==> config.mk <==
export PLATFORM = sky130hd
export DESIGN_NAME = branch_target_buffer
export DESIGN_NICKNAME = d
export VERILOG_FILES = /design/src/rtl/branch_target_buffer.sv
export SDC_FILE = /design/constraint.sdc
export NUM_CORES = 2
export LEC_CHECK = 0
export BUFFER_PORTS_ARGS = -buffer_cell sky130_fd_sc_hd__buf_2
export CORE_UTILIZATION = 35
export DETAILED_ROUTE_END_ITERATION = 10
export PLACE_DENSITY = 0.61
export SLEW_MARGIN = 0
export SYNTH_ARGS = -nofsm -noshare
export SYNTH_HDL_FRONTEND = slang
export SYNTH_SLANG_ARGS = --single-unit
==> constraint.sdc <==
create_clock -name clk -period 25 [get_ports clk]
set_input_delay 3.75 -clock clk [delete_from_list [all_inputs] [get_ports clk]]
set_output_delay 3.75 -clock clk [all_outputs]
set_load 0.01 [all_outputs]
==> src/rtl/branch_target_buffer.sv <==
// branch_target_buffer
//   Direct-mapped branch target buffer with one 2-bit saturating direction
//   counter per entry. The fetch PC is looked up combinationally (zero
//   latency). Resolved branches and jumps train the table at the rising clock
//   edge.
//
// Ports
//   clk, rst           clock and synchronous active-high reset
//   if_pc              fetch PC to look up
//   pred_hit           a valid entry with a matching tag exists for if_pc
//   pred_taken         pred_hit and the counter MSB is set
//   pred_target        stored target when pred_hit, otherwise 0
//   upd_valid          a resolved control-transfer instruction is presented
//   upd_pc             PC of the resolved instruction
//   upd_taken          actual outcome
//   upd_uncond         instruction is jal/jalr
//   upd_target         actual target (bits [1:0] are not stored)
//   flush              invalidate every entry
module branch_target_buffer #(
  parameter int IDX_BITS = 5
) (
  input  logic        clk,
  input  logic        rst,
  input  logic [31:0] if_pc,
  output logic        pred_hit,
  output logic        pred_taken,
  output logic [31:0] pred_target,
  input  logic        upd_valid,
  input  logic [31:0] upd_pc,
  input  logic        upd_taken,
  input  logic        upd_uncond,
  input  logic [31:0] upd_target,
  input  logic        flush
);

  localparam int ENTRIES  = 1 << IDX_BITS;
  localparam int TAG_BITS = 30 - IDX_BITS;

  logic [ENTRIES-1:0]  valid_q, valid_d;
  logic [TAG_BITS-1:0] tag_q [ENTRIES];
  logic [TAG_BITS-1:0] tag_d [ENTRIES];
  logic [29:0]         tgt_q [ENTRIES];
  logic [29:0]         tgt_d [ENTRIES];
  logic [1:0]          ctr_q [ENTRIES];
  logic [1:0]          ctr_d [ENTRIES];

  function automatic logic [1:0] sat_inc(input logic [1:0] c);
    return (c == 2'b11) ? 2'b11 : c + 2'b01;
  endfunction

  function automatic logic [1:0] sat_dec(input logic [1:0] c);
    return (c == 2'b00) ? 2'b00 : c - 2'b01;
  endfunction

  // Lookup port: asynchronous read of the current (pre-edge) contents.
  logic [IDX_BITS-1:0] rd_idx;
  logic [TAG_BITS-1:0] rd_tag;
  logic                rd_hit;

  assign rd_idx      = if_pc[IDX_BITS+1:2];
  assign rd_tag      = if_pc[31:IDX_BITS+2];
  assign rd_hit      = valid_q[rd_idx] && (tag_q[rd_idx] == rd_tag);
  assign pred_hit    = rd_hit;
  assign pred_taken  = rd_hit && ctr_q[rd_idx][1];
  assign pred_target = rd_hit ? {tgt_q[rd_idx], 2'b00} : 32'h0;

  // Update port
  logic [IDX_BITS-1:0] wr_idx;
  logic [TAG_BITS-1:0] wr_tag;
  logic                wr_hit;

  assign wr_idx = upd_pc[IDX_BITS+1:2];
  assign wr_tag = upd_pc[31:IDX_BITS+2];
  assign wr_hit = valid_q[wr_idx] && (tag_q[wr_idx] == wr_tag);

  // Byte-offset bits never participate in indexing, tagging or stored targets.
  logic unused_low_bits;
  assign unused_low_bits = ^{if_pc[1:0], upd_pc[1:0], upd_target[1:0]};

  always_comb begin
    valid_d = valid_q;
    tag_d   = tag_q;
    tgt_d   = tgt_q;
    ctr_d   = ctr_q;
    if (flush) begin
      valid_d = '0;
    end else if (upd_valid) begin
      if (wr_hit) begin
        if (upd_uncond) begin
          ctr_d[wr_idx] = 2'b11;
          tgt_d[wr_idx] = upd_target[31:2];
        end else if (upd_taken) begin
          ctr_d[wr_idx] = sat_inc(ctr_q[wr_idx]);
          tgt_d[wr_idx] = upd_target[31:2];
        end else begin
          ctr_d[wr_idx] = sat_dec(ctr_q[wr_idx]);
        end
      end else if (upd_taken) begin
        // Allocate, replacing whatever aliased into this slot.
        valid_d[wr_idx] = 1'b1;
        tag_d[wr_idx]   = wr_tag;
        tgt_d[wr_idx]   = upd_target[31:2];
        ctr_d[wr_idx]   = upd_uncond ? 2'b11 : 2'b10;
      end
    end
  end

  // Control state: valid bits and counters are reset.
  always_ff @(posedge clk) begin
    if (rst) begin
      valid_q <= '0;
      for (int i = 0; i < ENTRIES; i++) ctr_q[i] <= 2'b00;
    end else begin
      valid_q <= valid_d;
      ctr_q   <= ctr_d;
    end
  end

  // Payload state: meaningless while its valid bit is clear, so never reset.
  always_ff @(posedge clk) begin
    tag_q <= tag_d;
    tgt_q <= tgt_d;
  end

endmodule

**After elaboration in Yosys (flattened, before gate mapping)**

Index checks and enable logic that the tools add are counted.

- Add/subtract/negate cells: 2
- Multipliers: 0
- Div/mod/pow operators: 0
- Magnitude comparators: 6
- Eq/ne operators: 3
- Shift-type cells: 0
- Muxes and demuxes: 43
- Bitwise logic cells: 6
- Reductions and logical operators: 12

Operator list:

| kind | count |
|---|---|
| two-way mux 960 bit | 3 |
| bitwise mux 960 bit | 1 |
| bitwise mux 800 bit | 1 |
| two-way mux 64 bit | 4 |
| binary-select mux 25 bit (select 5 bit) | 2 |
| bitwise mux 64 bit | 3 |
| binary-select mux 30 bit (select 5 bit) | 1 |
| demux 30 bit (select 5 bit) | 1 |
| demux 25 bit (select 5 bit) | 1 |
| two-way mux 25 bit | 5 |
| two-way mux 30 bit | 3 |
| OR 64 bit | 1 |
| == test 25 bit | 2 |
| two-way mux 32 bit | 1 |
| OR 32 bit | 1 |
| binary-select mux 2 bit (select 5 bit) | 2 |
| two-way mux 2 bit | 7 |
| >= comparator 6 bit (second input constant) | 2 |
| < comparator 5 x 6 -> 1 bit (second input constant) | 2 |
| NOT 5 -> 6 bit | 2 |
| binary-select mux 1 bit (select 5 bit) | 2 |
| demux 2 bit (select 5 bit) | 1 |
| < comparator 6 x 1 -> 1 bit (second input constant) | 1 |
| AND reduction 3 bit | 2 |
| 13 further kinds | 21 |

- Bits in registers: 1856
- Bits in latches: 0
- Bits in writable memories: 0
- ROM bits: 0
- Input port bits: 102
- Output and inout bits: 34
- Logic and storage cells: 169
- Memories: 0

**Depth between registers and ports, before layout**

- Depth after elaboration: 10
- Mapped depth: 19
- Mapped depth without buffers: 10

**Worst setup path before layout**

Ideal clock, no wire load.

- Path type: input -> register
- From: input port flush
- To: register tgt_q[0] (netlist name), enable pin
- Library setup time: 1.295 ns
- Arrival: 22.496 ns
- Data required time: 23.705 ns
- Slack: 1.209 ns
- Stages on the path: 3
- Buffers on the path: 1
- Path through: nand2b_1 > clkbuf_1 > inv_1

- Cells in the longest elaborated chain, start to end: 2

RTL lines:

| item | line | text |
|---|---|---|
| start, declared | 33 | `input logic flush` |
| NOT 1 bit (no line) | -- |  |
| AND reduction 2 bit (no line) | -- |  |
| end signal, assigned | 122 | `tgt_q <= tgt_d;` |
| end, declared | 42 | `logic [29:0] tgt_q [ENTRIES];` |

No other way between the ends.
A chain may end at the register's enable or synchronous reset.

**Worst setup path after layout**

- From: input port if_pc[2]
- To: output port pred_target[23]

- Cells in the longest elaborated chain, start to end: 7
- Elaborated cells on any way between the ends: 12
- Classes of those cells: eq/ne (1); mux (9); bitwise (1); reduce/logical (1)

RTL lines:

| item | line | text |
|---|---|---|
| start, declared | 24 | `input logic [31:0] if_pc,` |
| NOT 5 -> 6 bit (not written as such) | 62, 65 |  |
| binary-select mux 25 bit (select 5 bit) | 62 | `assign rd_hit = valid_q[rd_idx] && (tag_q[rd_idx] == rd_tag);` |
| two-way mux 25 bit (not written as such) (2 in a row) | 62 |  |
| == test 25 bit | 62 |  |
| logical AND 1 bit | 62 |  |
| two-way mux 32 bit (*) | 65 | `assign pred_target = rd_hit ? {tgt_q[rd_idx], 2'b00} : 32'h0;` |
| end, declared | 27 | `output logic [31:0] pred_target,` |

Every way passes the cells marked *; elsewhere a longest branch is shown, timed or not. The select of a mux whose other input is x is not followed.

==> impl.org <==
** Layout
- The top cell types in the final layout, fill and taps aside, are sky130_fd_sc_hd__edfxtp_1 (1760), sky130_fd_sc_hd__mux4_2 (597), sky130_fd_sc_hd__mux2_2 (507).
- Layout overhead on the synthesized area :: 11.3%
- Number of nets at the end of the flow :: 5347
- Ratio of cells with drive above 1 in the final layout :: 31.5%
- The library cell used most frequently in the layout, excluding fill and tap cells, is sky130_fd_sc_hd__edfxtp_1.

** Placed design
- Routability-driven placement finished with a final weighted congestion of 0.820.
- Count of input and output buffers :: 127
- Setup Slack @ Placement :: 10.47 ns
- Once detailed placement completed, the half-perimeter wirelength came to 139000 microns.

** Critical path
- The setup path with the least slack is of type primary input to primary output.
- Arr. time, crit path :: 10.50 ns
- STA puts the critical path data required time at 21.25 ns.
- The worst setup path is launched from a primary input.
- Endpoint type of the worst setup path :: primary output
- Worst-path fanout max :: 62

** STA
- The worst path needs 14.25 ns of the cycle, external delays included.
- Unrepaired setup endpoints after global routing :: false
- On the final layout, the worst clock skew is 0.117 ns.
- Transition time of the tightest slew-check pin :: 1.28 ns
- After layout, the worst setup slack is 10.75 ns.
- Slew HR :: 14.6%
- In the final timing run, aggregate negative setup slack is 0 ns.
- Setup violations remaining at the end of the flow were counted as 0.
- The final number of max-transition violations is 0.
- Across all hold checks on the routed design, the worst slack comes to 0.486 ns.
- Period utilisation layout :: 57.0%
- Hold Fails Final Rpt :: 0
- Fmax achieved :: 70.2 MHz

** Clock network
- No sink is reached through more buffers than the 3 on the longest clock path.
- Reg clk slew, reported paths :: 0.06 ns
- CTS saw 1856 sinks.
- Once the clock tree was built, the resizer swapped 0 gates to a different size.
- Insertion delay of the later-clocked pin in the worst-skew pair :: 0.89 ns
- The tree is rooted in a sky130_fd_sc_hd__clkbuf_16.
- Total number of H-tree levels :: 4
- Post-CTS repair timing setup buffer count :: 0
- Cts-stage hold buffer count :: 0
- Number of buffers inserted during clock tree synthesis :: 200
- CTS tree :: built

** Drt
- After detailed routing, the average wire length per cell comes to 29.9 microns.
- In the routed layout, each cell is associated on average with a via count of 5.90.
- Before antenna repair, the detailed router went through 6 iterations.
- The routed design has 266000 microns of wire.
- For this block, the initial DRC count from the detailed router was 6593.
- In the routed design, unresolved DRC markers number 0.
- Remaining antenna violation count :: 0
- Routed via count :: 52600

** Floorplanning
- Boundary pin count :: 136
- Measured along the y axis, the die boundary spans 514 microns.
- The die covers 265000 sq um.
- Horizontal die dimension :: 514 microns
- Total number of placement rows :: 187
- Once the floorplan was initialized, standard cells occupied 35.3% of the core.
- Core Region :: 260000 sq um

** GRT
- Maximum number of pins on one net before global-route repair :: 193
- Total Routing Usage GR :: 19.8%
- Global-route wire length before repair :: 381000 microns
- The number of global-route vias before repair came to 52900.
- Initial antenna violation count :: 26
- After global routing the overflow that remains totals 0.

** Synth
- A synthesized cell averages 17.3 sq um.
- For this run, asynchronously set or reset flops after synthesis account for 0%.
- Library cells used by synthesis :: 65
- Counting flops with a built-in enable in the synthesized netlist gives 1760.
- Number of register bits inferred by synthesis :: 1856
- Mapped cell area :: 91900 sq um
- Sequential cells were found to cover 59.6% of the synthesized design area.
- Synthesis produced a netlist whose cell count is 5298.
- The most used flip-flop cell after synthesis is sky130_fd_sc_hd__edfxtp_1.
- Count of synthesis-stage warnings from yosys :: 0

** Power
- Pwr dens :: 68.0 nW/um^2
- The design draws 6.95 mW.
- The analysis attributes to cell leakage a power of 33.0 nW.
- VDD sags by at most 0.0000760 V.

** Worst hold path
- The min-delay analysis places its worst path in the category register to register.

** Flow run
- Max-capacitance violation count :: 0

** Run status
- Outcome :: complete, no violations
==> stage by stage <==
stage / instances / instance area (sq um) / utilization, %
floorplan: 5299 / 91900 / -
global placement: 8539 / 95800 / 36.8
detailed placement: 8539 / 95800 / 36.8
CTS: 8906 / 102000 / 39.3
global route: 8910 / 102000 / 39.3
finish: 8919 / 102000 / 39.3
==> path summary, 6_finish.rpt <==
kind	start	to	slack, ns	cells past startpoint
hold reg to reg	valid_q[11]	valid_q[11]	0.49	2
hold / removal	valid_q[11]	valid_q[11]	0.49	2
setup reg to reg	tag_q[726]	tgt_q[210]	18.55	13
setup / recovery	if_pc[2]	pred_target[23]	10.75	11
==> final cells by class <==
type | instances | area (sq um)
clock inverter | 123 | 1260
fill | 23600 | 158000
timing repair buffer | 241 | 1620
inverter | 18 | 75.1
sequential | 1856 | 54800
clock buffer | 244 | 5180
antenna | 13 | 32.5
multi-input combinational | 2928 | 34900
tap | 3496 | 4370
==> cells in the mapped netlist, types with 42 or more instances <==
cell / instances / share of area (%)
sky130_fd_sc_hd__buf_1: 59 / 0.24
sky130_fd_sc_hd__buf_2: 93 / 0.51
sky130_fd_sc_hd__buf_4: 45 / 0.37
sky130_fd_sc_hd__buf_6: 57 / 0.70
sky130_fd_sc_hd__clkbuf_1: 241 / 0.98
sky130_fd_sc_hd__dfxtp_1: 96 / 2.1
sky130_fd_sc_hd__edfxtp_1: 1760 / 58
sky130_fd_sc_hd__mux2_1: 454 / 5.6
sky130_fd_sc_hd__mux2_2: 507 / 6.2
sky130_fd_sc_hd__mux2i_1: 454 / 4.9
sky130_fd_sc_hd__mux4_2: 597 / 15
sky130_fd_sc_hd__nand2_1: 62 / 0.25
sky130_fd_sc_hd__nor2_1: 142 / 0.58
sky130_fd_sc_hd__nor4_1: 59 / 0.40
sky130_fd_sc_hd__o21ai_0: 42 / 0.23
sky130_fd_sc_hd__o22ai_1: 217 / 1.5
==> power breakdown <==
part | internal [mW] | leakage, nW | switching [mW]
combinational | 0.221 | 13.0 | 0.305
clock | 1.64 | 3.10 | 1.28
sequential | 3.48 | 17.0 | 0.0289
total | 5.34 | 33.0 | 1.62
==> metal layers <==
| metal | track usage, % | routed length [microns] | vias to the layer above |
|---|---|---|---|
| li1 | - | - | 21800 |
| met1 | 26.8 | 109000 | 28000 |
| met2 | 32.1 | 127000 | 2404 |
| met3 | 3.44 | 21500 | 460 |
| met4 | 6.47 | 8360 | 6 |
| met5 | 0 | 36 | - |
==> flip-flops by register name (all words and copies together) (netlist names) <==
register	cells
ctr_q	64
tag_q	800
tgt_q	960
valid_q	32
==> cell families after synthesis <==
kind of cell             count (synthesis)  share of synthesized area, %
AO/OA/AOI/OAI                          473                          3.51
XOR/XNOR                                30                         0.286
adder cells (fa/ha/maj)                  1                        0.0109
buffers and inverters                  515                          2.88
flip-flops                            1856                          59.6
multiplexers                          2012                          31.4
other                                    1                       0.00408
AND/OR/NAND/NOR                        410                          2.35
==> critical path: stages <==
cell and delay (ns):
sky130_fd_sc_hd__buf_8 0.60, sky130_fd_sc_hd__buf_4 0.76, sky130_fd_sc_hd__buf_4 0.85, sky130_fd_sc_hd__buf_4 0.85, sky130_fd_sc_hd__buf_4 0.94, sky130_fd_sc_hd__buf_4 0.79
sky130_fd_sc_hd__mux4_2 0.58, sky130_fd_sc_hd__mux4_2 0.47, sky130_fd_sc_hd__mux2i_1 0.46, sky130_fd_sc_hd__nor2_1 0.11, sky130_fd_sc_hd__buf_2 0.17
Power figures use the tool's default switching activity.
